--- config.mk ---
export PLATFORM = sky130hd
export DESIGN_NAME = dom_rand_gen
export DESIGN_NICKNAME = d
export VERILOG_FILES = /design/src/rtl/dom_rand_gen.sv
export SDC_FILE = /design/constraint.sdc
export NUM_CORES = 1
export LEC_CHECK = 0
export CAP_MARGIN = 40
export CORE_ASPECT_RATIO = 1.5
export CORE_MARGIN = 3
export CORE_UTILIZATION = 55
export DETAILED_ROUTE_END_ITERATION = 8
export PLACE_DENSITY = 0.76
export SLEW_MARGIN = 10
export SYNTH_ARGS = -nofsm -noshare
export SYNTH_HDL_FRONTEND = slang
export SYNTH_SLANG_ARGS = --single-unit
--- constraint.sdc ---
create_clock -name ClkCI -period 2.1 [get_ports ClkCI]
set_clock_uncertainty 0.2 [all_clocks]
set_input_delay 0.525 -clock ClkCI [delete_from_list [all_inputs] [get_ports ClkCI]]
set_output_delay 0.525 -clock ClkCI [all_outputs]
set_load 0.005 [all_outputs]
--- src/rtl/dom_rand_gen.sv ---
// Fresh-randomness source for a DOM AND gadget: NUM_MASKS independent 31-bit
// Fibonacci LFSRs, serially seeded, warmed up, then released one step per
// accepted valid/ready handshake so no mask value is ever presented twice.
module dom_rand_gen #(
  parameter int unsigned NUM_SHARES    = 2,
  parameter int unsigned WARMUP_CYCLES = 64,
  localparam int unsigned NUM_MASKS    = (NUM_SHARES - 1) * NUM_SHARES / 2
) (
  input  logic                 ClkCI,
  input  logic                 RstRI,
  input  logic                 SeedStartSI,
  input  logic                 SeedValidSI,
  input  logic                 SeedDI,
  output logic [NUM_MASKS-1:0] RandomDO,
  output logic                 RandomValidSO,
  input  logic                 RandomReadySI,
  output logic                 BusySO
);

  localparam int unsigned LFSR_W     = 31;
  localparam int unsigned STATE_W    = NUM_MASKS * LFSR_W;
  localparam int unsigned BIT_CNT_W  = $clog2(STATE_W + 1);
  localparam int unsigned WARM_CNT_W = (WARMUP_CYCLES > 0) ? $clog2(WARMUP_CYCLES + 1) : 1;
  localparam int unsigned WARM_LAST  = (WARMUP_CYCLES > 0) ? WARMUP_CYCLES - 1 : 0;

  typedef enum logic [1:0] {
    StIdle   = 2'd0,
    StLoad   = 2'd1,
    StWarmup = 2'd2,
    StRun    = 2'd3
  } state_e;

  state_e                state_q, state_d;
  logic [STATE_W-1:0]    lfsr_q, lfsr_d;
  logic [BIT_CNT_W-1:0]  bit_cnt_q, bit_cnt_d;
  logic [WARM_CNT_W-1:0] warm_cnt_q, warm_cnt_d;
  logic                  valid_q, valid_d;
  logic                  busy_q, busy_d;

  // Advance every LFSR by one step: fb = s[30] ^ s[27], shift left.
  function automatic logic [STATE_W-1:0] lfsr_step(input logic [STATE_W-1:0] s);
    logic [STATE_W-1:0] r;
    logic [LFSR_W-1:0]  sm;
    r = s;
    for (int unsigned m = 0; m < NUM_MASKS; m++) begin
      sm = s[m*LFSR_W +: LFSR_W];
      r[m*LFSR_W +: LFSR_W] = {sm[LFSR_W-2:0], sm[30] ^ sm[27]};
    end
    return r;
  endfunction

  // An all-zero LFSR would lock up; force its LSB so it always runs.
  function automatic logic [STATE_W-1:0] zero_guard(input logic [STATE_W-1:0] s);
    logic [STATE_W-1:0] r;
    r = s;
    for (int unsigned m = 0; m < NUM_MASKS; m++) begin
      if (s[m*LFSR_W +: LFSR_W] == '0) begin
        r[m*LFSR_W] = 1'b1;
      end
    end
    return r;
  endfunction

  // Mask bits come straight from the LFSR MSBs.
  for (genvar m = 0; m < NUM_MASKS; m++) begin : g_out
    assign RandomDO[m] = lfsr_q[m*LFSR_W + LFSR_W - 1];
  end

  assign RandomValidSO = valid_q;
  assign BusySO        = busy_q;

  // State, LFSR and counter registers.
  always_ff @(posedge ClkCI or negedge RstRI) begin
    if (!RstRI) begin
      state_q    <= StIdle;
      lfsr_q     <= '0;
      bit_cnt_q  <= '0;
      warm_cnt_q <= '0;
      valid_q    <= 1'b0;
      busy_q     <= 1'b0;
    end else begin
      state_q    <= state_d;
      lfsr_q     <= lfsr_d;
      bit_cnt_q  <= bit_cnt_d;
      warm_cnt_q <= warm_cnt_d;
      valid_q    <= valid_d;
      busy_q     <= busy_d;
    end
  end

  // Next-state: seeding, warm-up stepping, handshake stepping, reseed override.
  always_comb begin
    logic [STATE_W-1:0] shifted;
    state_d    = state_q;
    lfsr_d     = lfsr_q;
    bit_cnt_d  = bit_cnt_q;
    warm_cnt_d = warm_cnt_q;
    shifted    = {SeedDI, lfsr_q[STATE_W-1:1]};

    unique case (state_q)
      StIdle: ;
      StLoad: begin
        // A start pulse in the same cycle discards this seed bit.
        if (SeedValidSI && !SeedStartSI) begin
          bit_cnt_d = bit_cnt_q + BIT_CNT_W'(1);
          if (bit_cnt_q == BIT_CNT_W'(STATE_W - 1)) begin
            lfsr_d     = zero_guard(shifted);
            warm_cnt_d = '0;
            state_d    = (WARMUP_CYCLES == 0) ? StRun : StWarmup;
          end else begin
            lfsr_d = shifted;
          end
        end
      end
      StWarmup: begin
        lfsr_d     = lfsr_step(lfsr_q);
        warm_cnt_d = warm_cnt_q + WARM_CNT_W'(1);
        if (warm_cnt_q == WARM_CNT_W'(WARM_LAST)) begin
          state_d = StRun;
        end
      end
      StRun: begin
        if (valid_q && RandomReadySI) begin
          lfsr_d = lfsr_step(lfsr_q);
        end
      end
      default: state_d = StIdle;
    endcase

    // Reseed from any state; existing LFSR contents are shifted over, not cleared.
    if (SeedStartSI) begin
      state_d   = StLoad;
      bit_cnt_d = '0;
    end

    valid_d = (state_d == StRun);
    busy_d  = (state_d == StLoad) || (state_d == StWarmup);
  end

endmodule
== After elaboration in Yosys (flattened, before gate mapping) ==
Index checks and enable logic that the tools add are counted.

* Multipliers: 0
* Add/sub/neg operators: 2
* Magnitude comparators: 0
* Reductions and logical operators: 12
* Shift operators: 0
* Divide/modulo/power cells: 0
* Equal/unequal tests: 11
* Bitwise gates (word level): 1
* Mux-type cells: 16

{| class="wikitable"
|+ Operators with widths
! kind !! number
|-
| one-hot mux 31 bit (3 select lines) || 1
|-
| two-way mux 31 bit || 2
|-
| logical NOT 31 bit || 1
|-
| two-way mux 5 bit || 3
|-
| two-way mux 7 bit || 2
|-
| one-hot mux 7 bit (2 select lines) || 1
|-
| == test 2 bit (second input constant) || 4
|-
| two-way mux 2 bit || 4
|-
| adder 7 x 1 -> 7 bit (second input constant) || 1
|-
| == test 7 x 6 -> 1 bit (second input constant) || 1
|-
| inequality test 2 bit (second input constant) || 3
|-
| AND reduction 3 bit || 2
|-
| nonzero test 2 bit || 3
|-
| adder 5 x 1 -> 5 bit (second input constant) || 1
|-
| == test 5 bit (second input constant) || 1
|-
| == test 2 x 1 -> 1 bit (second input constant) || 2
|-
| one-hot mux 2 bit (2 select lines) || 1
|-
| nonzero test 3 bit || 1
|-
| logical AND 1 bit || 2
|-
| two-way mux 1 bit || 2
|-
| AND reduction 2 bit || 1
|-
| logical NOT 1 bit || 1
|-
| logical OR 1 bit || 1
|-
| XOR 1 bit || 1
|}

* Flip-flop bits (word level): 47
* Output and inout port bits: 3
* Memory bits (writable): 0
* Input port bits: 6
* ROM bits: 0
* Memories: 0
* Logic and storage cells: 48
* Bits in latches: 0

== Depth between registers and ports, before layout ==
* Word-level depth: 7
* Gate-level depth with buffers: 7
* Depth with buffers taken out: 7

== Least setup slack after synthesis ==
Ideal clock, no wire load.

* Kind: in2reg
* Start: input port SeedStartSI
* End: register busy_q (netlist: BusySO)
* Data arrival time: 1.748 ns
* Buffers on the path: 1
* Required time: 1.774 ns
* Stages on the path: 6
* Setup slack: 0.026 ns
* Setup time: 0.126 ns
* Cell sequence: buf_6 -> nand2b_4 -> o21ai_2 -> a21oi_1 -> a2111o_1 -> ha_1

* Cells in the longest elaborated chain, start to end: 7
* Elaborated cells between the ends (all ways): 8
* Those cells by class: 2 x eq/ne; 3 x mux; 3 x reduce/logical

{| class="wikitable"
|+ Ends and longest elaborated chain
! item !! line !! text
|-
| start: declaration || 11 || <nowiki>input logic SeedStartSI,</nowiki>
|-
| logical NOT 1 bit || 104 || <nowiki>if (SeedValidSI && !SeedStartSI) begin</nowiki>
|-
| logical AND 1 bit || 104 ||
|-
| two-way mux 2 bit || 104 ||
|-
| one-hot mux 2 bit (2 select lines) || 100 || <nowiki>unique case (state_q)</nowiki>
|-
| two-way mux 2 bit (*) || 131 || <nowiki>if (SeedStartSI) begin</nowiki>
|-
| via state_d[0] || 33 || <nowiki>state_e state_q, state_d;</nowiki>
|-
| == test 2 x 1 -> 1 bit / == test 2 bit (equally long branches) || 137 || <nowiki>busy_d = (state_d == StLoad) || (state_d == StWarmup);</nowiki>
|-
| logical OR 1 bit (*) || 137 ||
|-
| via busy_d || 38 || <nowiki>logic busy_q, busy_d;</nowiki>
|-
| end signal: assignment || 87 || <nowiki>busy_q <= busy_d;</nowiki>
|-
| end: declaration || 38 ||
|}

The timed path passes the listed nets; every way through them passes the cells marked *.
A chain may end at the register's enable or synchronous reset.

== Final worst setup path ==
* Start: input port SeedValidSI
* End: register busy_q (netlist: BusySO)

* Cells in the longest elaborated chain, start to end: 6
* Elaborated cells between the ends (all ways): 7
* Those cells by class: 2 x eq/ne; 3 x mux; 2 x reduce/logical

{| class="wikitable"
|+ Ends and longest elaborated chain
! item !! line !! text
|-
| start: declaration || 12 || <nowiki>input logic SeedValidSI,</nowiki>
|-
| logical AND 1 bit (*) || 104 ||
|-
| two-way mux 2 bit (*) || 104 ||
|-
| one-hot mux 2 bit (2 select lines) (*) || 100 ||
|-
| two-way mux 2 bit (*) || 131 ||
|-
| via state_d[0] || 33 ||
|-
| == test 2 x 1 -> 1 bit / == test 2 bit (equally long branches) || 137 ||
|-
| logical OR 1 bit (*) || 137 ||
|-
| via busy_d || 38 ||
|}

Marks and branches as above.

==> summary.md <==
| Metric | Value |
|---|---|
| Minimum clock period | 2.03 ns |
| CTS H-tree lvls | 2 |
| CTS Sinks | 47 |
| Initial antenna violation count | 0 |
| Seq cells post-synth | 47 |
| Critical-path maximum fanout | 4 |
| Static Leak | 1.28 nW |
| Nets@finish | 262 |
| Synth Instances | 231 |
| Core ar. | 0.00435 sq mm |
| Placed wire-length estimate | 2940 um |
| Cell Int Power | 1.59 mW |
| Critical R2R Launch | state_q[0]$_DFF_PN0_ |
| Total negative slack | 0 ns |
| Pre-CTS setup slack | -0.238 ns |
| CP Launch Type | input port |
| Global route overflow | 0 |
| Final Setup Violations | 0 |
| Core Rows | 29 |
| Antenna Cells | 0 |
| Max Freq | 494 MHz |
| Final Non-Filler Cells | 294 |
| Post-DRT Antenna Nets | 0 |
| TritonRoute pass-1 iters | 4 |
| Ys Warns | 0 |
| Clk_lat worst skew | 0.29 ns |
| Fin area | 0.00282 sq mm |
| Layout area overhead | 10.2% |
| HP Class | reg2reg |
| Seq pwr share | 53.9% |
| Placed Instances | 284 |
| Final hold violations | 0 |
| Max-cap viol count | 0 |
| IO buf count | 8 |
| Combinational power share | 24.2% |
| DR WL/cell | 14.6 um |
| DRC viols | 0 |
| Critical path arrival | 2.01 ns |
| Drt via density | 5.74 |
| Die Wd | 61.6 um |
| Worst Hold Depth | 1 |
| I/O Pins | 9 |
| Cell variety after synth | 38 |
| Required @ worst endpoint | 2.09 ns |
| Worst VDD drop | 0.000532 V |
| GRT Total Usage | 17.8% |
| Register area share after synthesis | 46.1% |
| Sw Share | 33.3% |
| CTS tree | yes |
| Slew @ Worst Pin | 0.430 ns |
| Area after DPL | 0.00270 sq mm |
| Routability Congestion | 0.845 |
| Worst hold slack | 0.345 ns |
| Initial DRC count | 74 |
| Vias in the first global route | 1,676 |
| Maximum number of pins on one net before global-route repair | 44 |
| Die Area | 0.00551 sq mm |
| WS Path Type | in2reg |
| Unrepaired setup endpoints after global routing | true |
| Num CTS Buffers | 5 |
| Mean post-synth cell area | 11.1 sq um |
| R2r worst-path depth | 6 |
| Cell Area, Synth | 0.00255 sq mm |
| Crit. End Element | flip-flop |
| Net Switching | 0.793 mW |
| Die Y-Extent | 89.5 um |
| Hold Crit Endpoint | warm_cnt_q[1]$_DFFE_PN0P_ |
| Hold_sp | warm_cnt_q[1]$_DFFE_PN0P_ |
| Syn_nets | 246 |
| Power density over cell area | 847 mW/mm^2 |
| Final Worst Setup Slack | 0.0737 ns |
| Period Utilization, post-route | 96.5% |
| Reg clk slew, reported paths | 0.08 ns |
| Global-route wire length before repair | 7500 um |
| Layout cells sized above 1 | 23.4% |
| R2R Setup Slk | 0.08 ns |
| Root buffer cell | clkbuf_8 |
| Slew Limit Headroom | 71.3% |
| R2r endpoint | lfsr_q[0]$_DFFE_PN0P_ |
| Routed WL | 4290 um |
| Clk pwr share | 21.9% |
| Clock buffer depth | 2 |
| Status | finished clean |
| Initial core utilization | 58.6% |
| Routed via count | 1,688 |
| Fin. max-slew vios | 0 |
sequential cells by signal (all words and copies together) (netlist names):
register,count
lfsr_q,31
warm_cnt_q,7
bit_cnt_q,5
state_q,2
BusySO,1
RandomValidSO,1
layout by cell type (no fill, tap or decap), types with 3 or more instances in the layout:
master,count
dfrtp_1,47
a21oi_2,29
nor2_1,40
and3_1,3
mux2i_1,31
nand2_1,4
nor4_1,7
buf_4,9
o21ai_0,3
nand4_1,4
nand3_1,4
clkbuf_8,5
ha_1,8
clkdlybuf4s50_1,7
xor2_1,5
a221o_1,3
nor3b_1,3
inv_1,3
layout make-up:
class,instances,area (sq um)
fillers,364,1540
repair buffers,21,204
inverters,3,11.3
clock buffers,7,76.3
clock inverters,1,5.00
flip-flops and latches,47,1180
well taps,46,57.6
multi-input cells,169,1280
stage by stage:
stage                     utilization (%)  power, mW
after floorplan                         -       1.74
after global placement               62.1       1.87
after detailed placement             62.1       1.89
after CTS                            64.2       2.42
after global routing                 64.7       2.56
final                                64.7       2.38
metal layers:
layer	part of all wire, %	routed length [um]	up-vias	GRT usage [%]
li1	-	-	856	-
met5	0	0	-	0
met3	2.1	92	4	3.03
met2	51	2180	17	29.8
met1	45	1950	811	22.6
met4	1.6	67	0	6.76
worst max path at each step:
stage	startpoint	endpoint	slack, ns	cells after the start
finish	SeedValidSI	BusySO$_DFF_PN0_	0.07	6
global route	state_q[0]$_DFF_PN0_	lfsr_q[0]$_DFFE_PN0P_	-0.009	6
CTS	state_q[1]$_DFF_PN0_	BusySO$_DFF_PN0_	0.08	5
detailed placement	SeedValidSI	BusySO$_DFF_PN0_	-0.24	6
global placement	SeedValidSI	BusySO$_DFF_PN0_	-0.20	6
floorplan	SeedStartSI	BusySO$_DFF_PN0_	0.03	6
repair_timing:
| item | 4_1_cts | 5_1_grt |
|---|---|---|
| endpoints found under the setup margin | 0 | 5 |
| hold buffers | 1 | 0 |
| endpoints found under the hold margin | 17 | 0 |
| buffers inserted | 0 | 1 |
| gates resized for setup | 0 | 3 |
power by group through the flow:
| stage | registers, mW | logic (mW) | clock network [mW] |
|---|---|---|---|
| after detailed placement | 1.31 | 0.580 | 0 |
| after CTS | 1.29 | 0.582 | 0.546 |
| after global routing | 1.32 | 0.659 | 0.582 |
| final | 1.28 | 0.578 | 0.522 |
| after floorplan | 1.25 | 0.486 | 0 |
| after global placement | 1.30 | 0.563 | 0 |
synth_stat cells:
master     n  area [sq um]
a21bo_2    1          10.0
nand4_1    4          25.0
mux2_2     1          11.3
xor2_1     5          43.8
a221oi_1   1          8.76
a32o_1     1          10.0
nor4_1     7          43.8
ha_1       9           113
nand3b_1   1          7.51
xnor2_1    1          8.76
nor3_1     1          5.00
o21ai_2    2          17.5
dfrtp_1   47          1180
or2_2      1          6.26
nor3b_1    3          22.5
a221o_1    3          30.0
nand2b_4   1          13.8
a221oi_4   1          26.3
a2111o_1   1          11.3
buf_6      6          67.6
a21oi_1    2          10.0
buf_2      3          15.0
and2_1     2          12.5
clkbuf_1   2          7.51
o21ai_0    3          15.0
a21oi_2   29           254
a211oi_1   1          7.51
nor2_1    41           154
and3_1     3          18.8
a31oi_1    1          6.26
buf_4      1          7.51
or4_1      1          7.51
mux2i_1   31           310
nand3_1    4          20.0
nor2b_1    1          6.26
inv_1      3          11.3
nand2_1    4          15.0
a22o_1     2          17.5
worst max-delay path, stage by stage:
cell and delay (ns):
clkdlybuf4s50_1 0.52, nand2b_4 0.09, o21ai_2 0.14, a21oi_1 0.08
a2111o_1 0.36, ha_1 0.29
cells by family (layout without fill, tap and decap cells):
family / Yosys count / after routing / share of synthesized area [%]
buffers and inverters: 15 / 32 / 4.26
XOR/XNOR: 6 / 6 / 2.06
flip-flops: 47 / 47 / 46.1
adder cells (fa/ha/maj): 9 / 9 / 4.41
AO/OA/AOI/OAI: 48 / 48 / 16.6
multiplexers: 32 / 32 / 12.6
AND/OR/NAND/NOR: 74 / 74 / 14.0
Power figures use the tool's default switching activity.
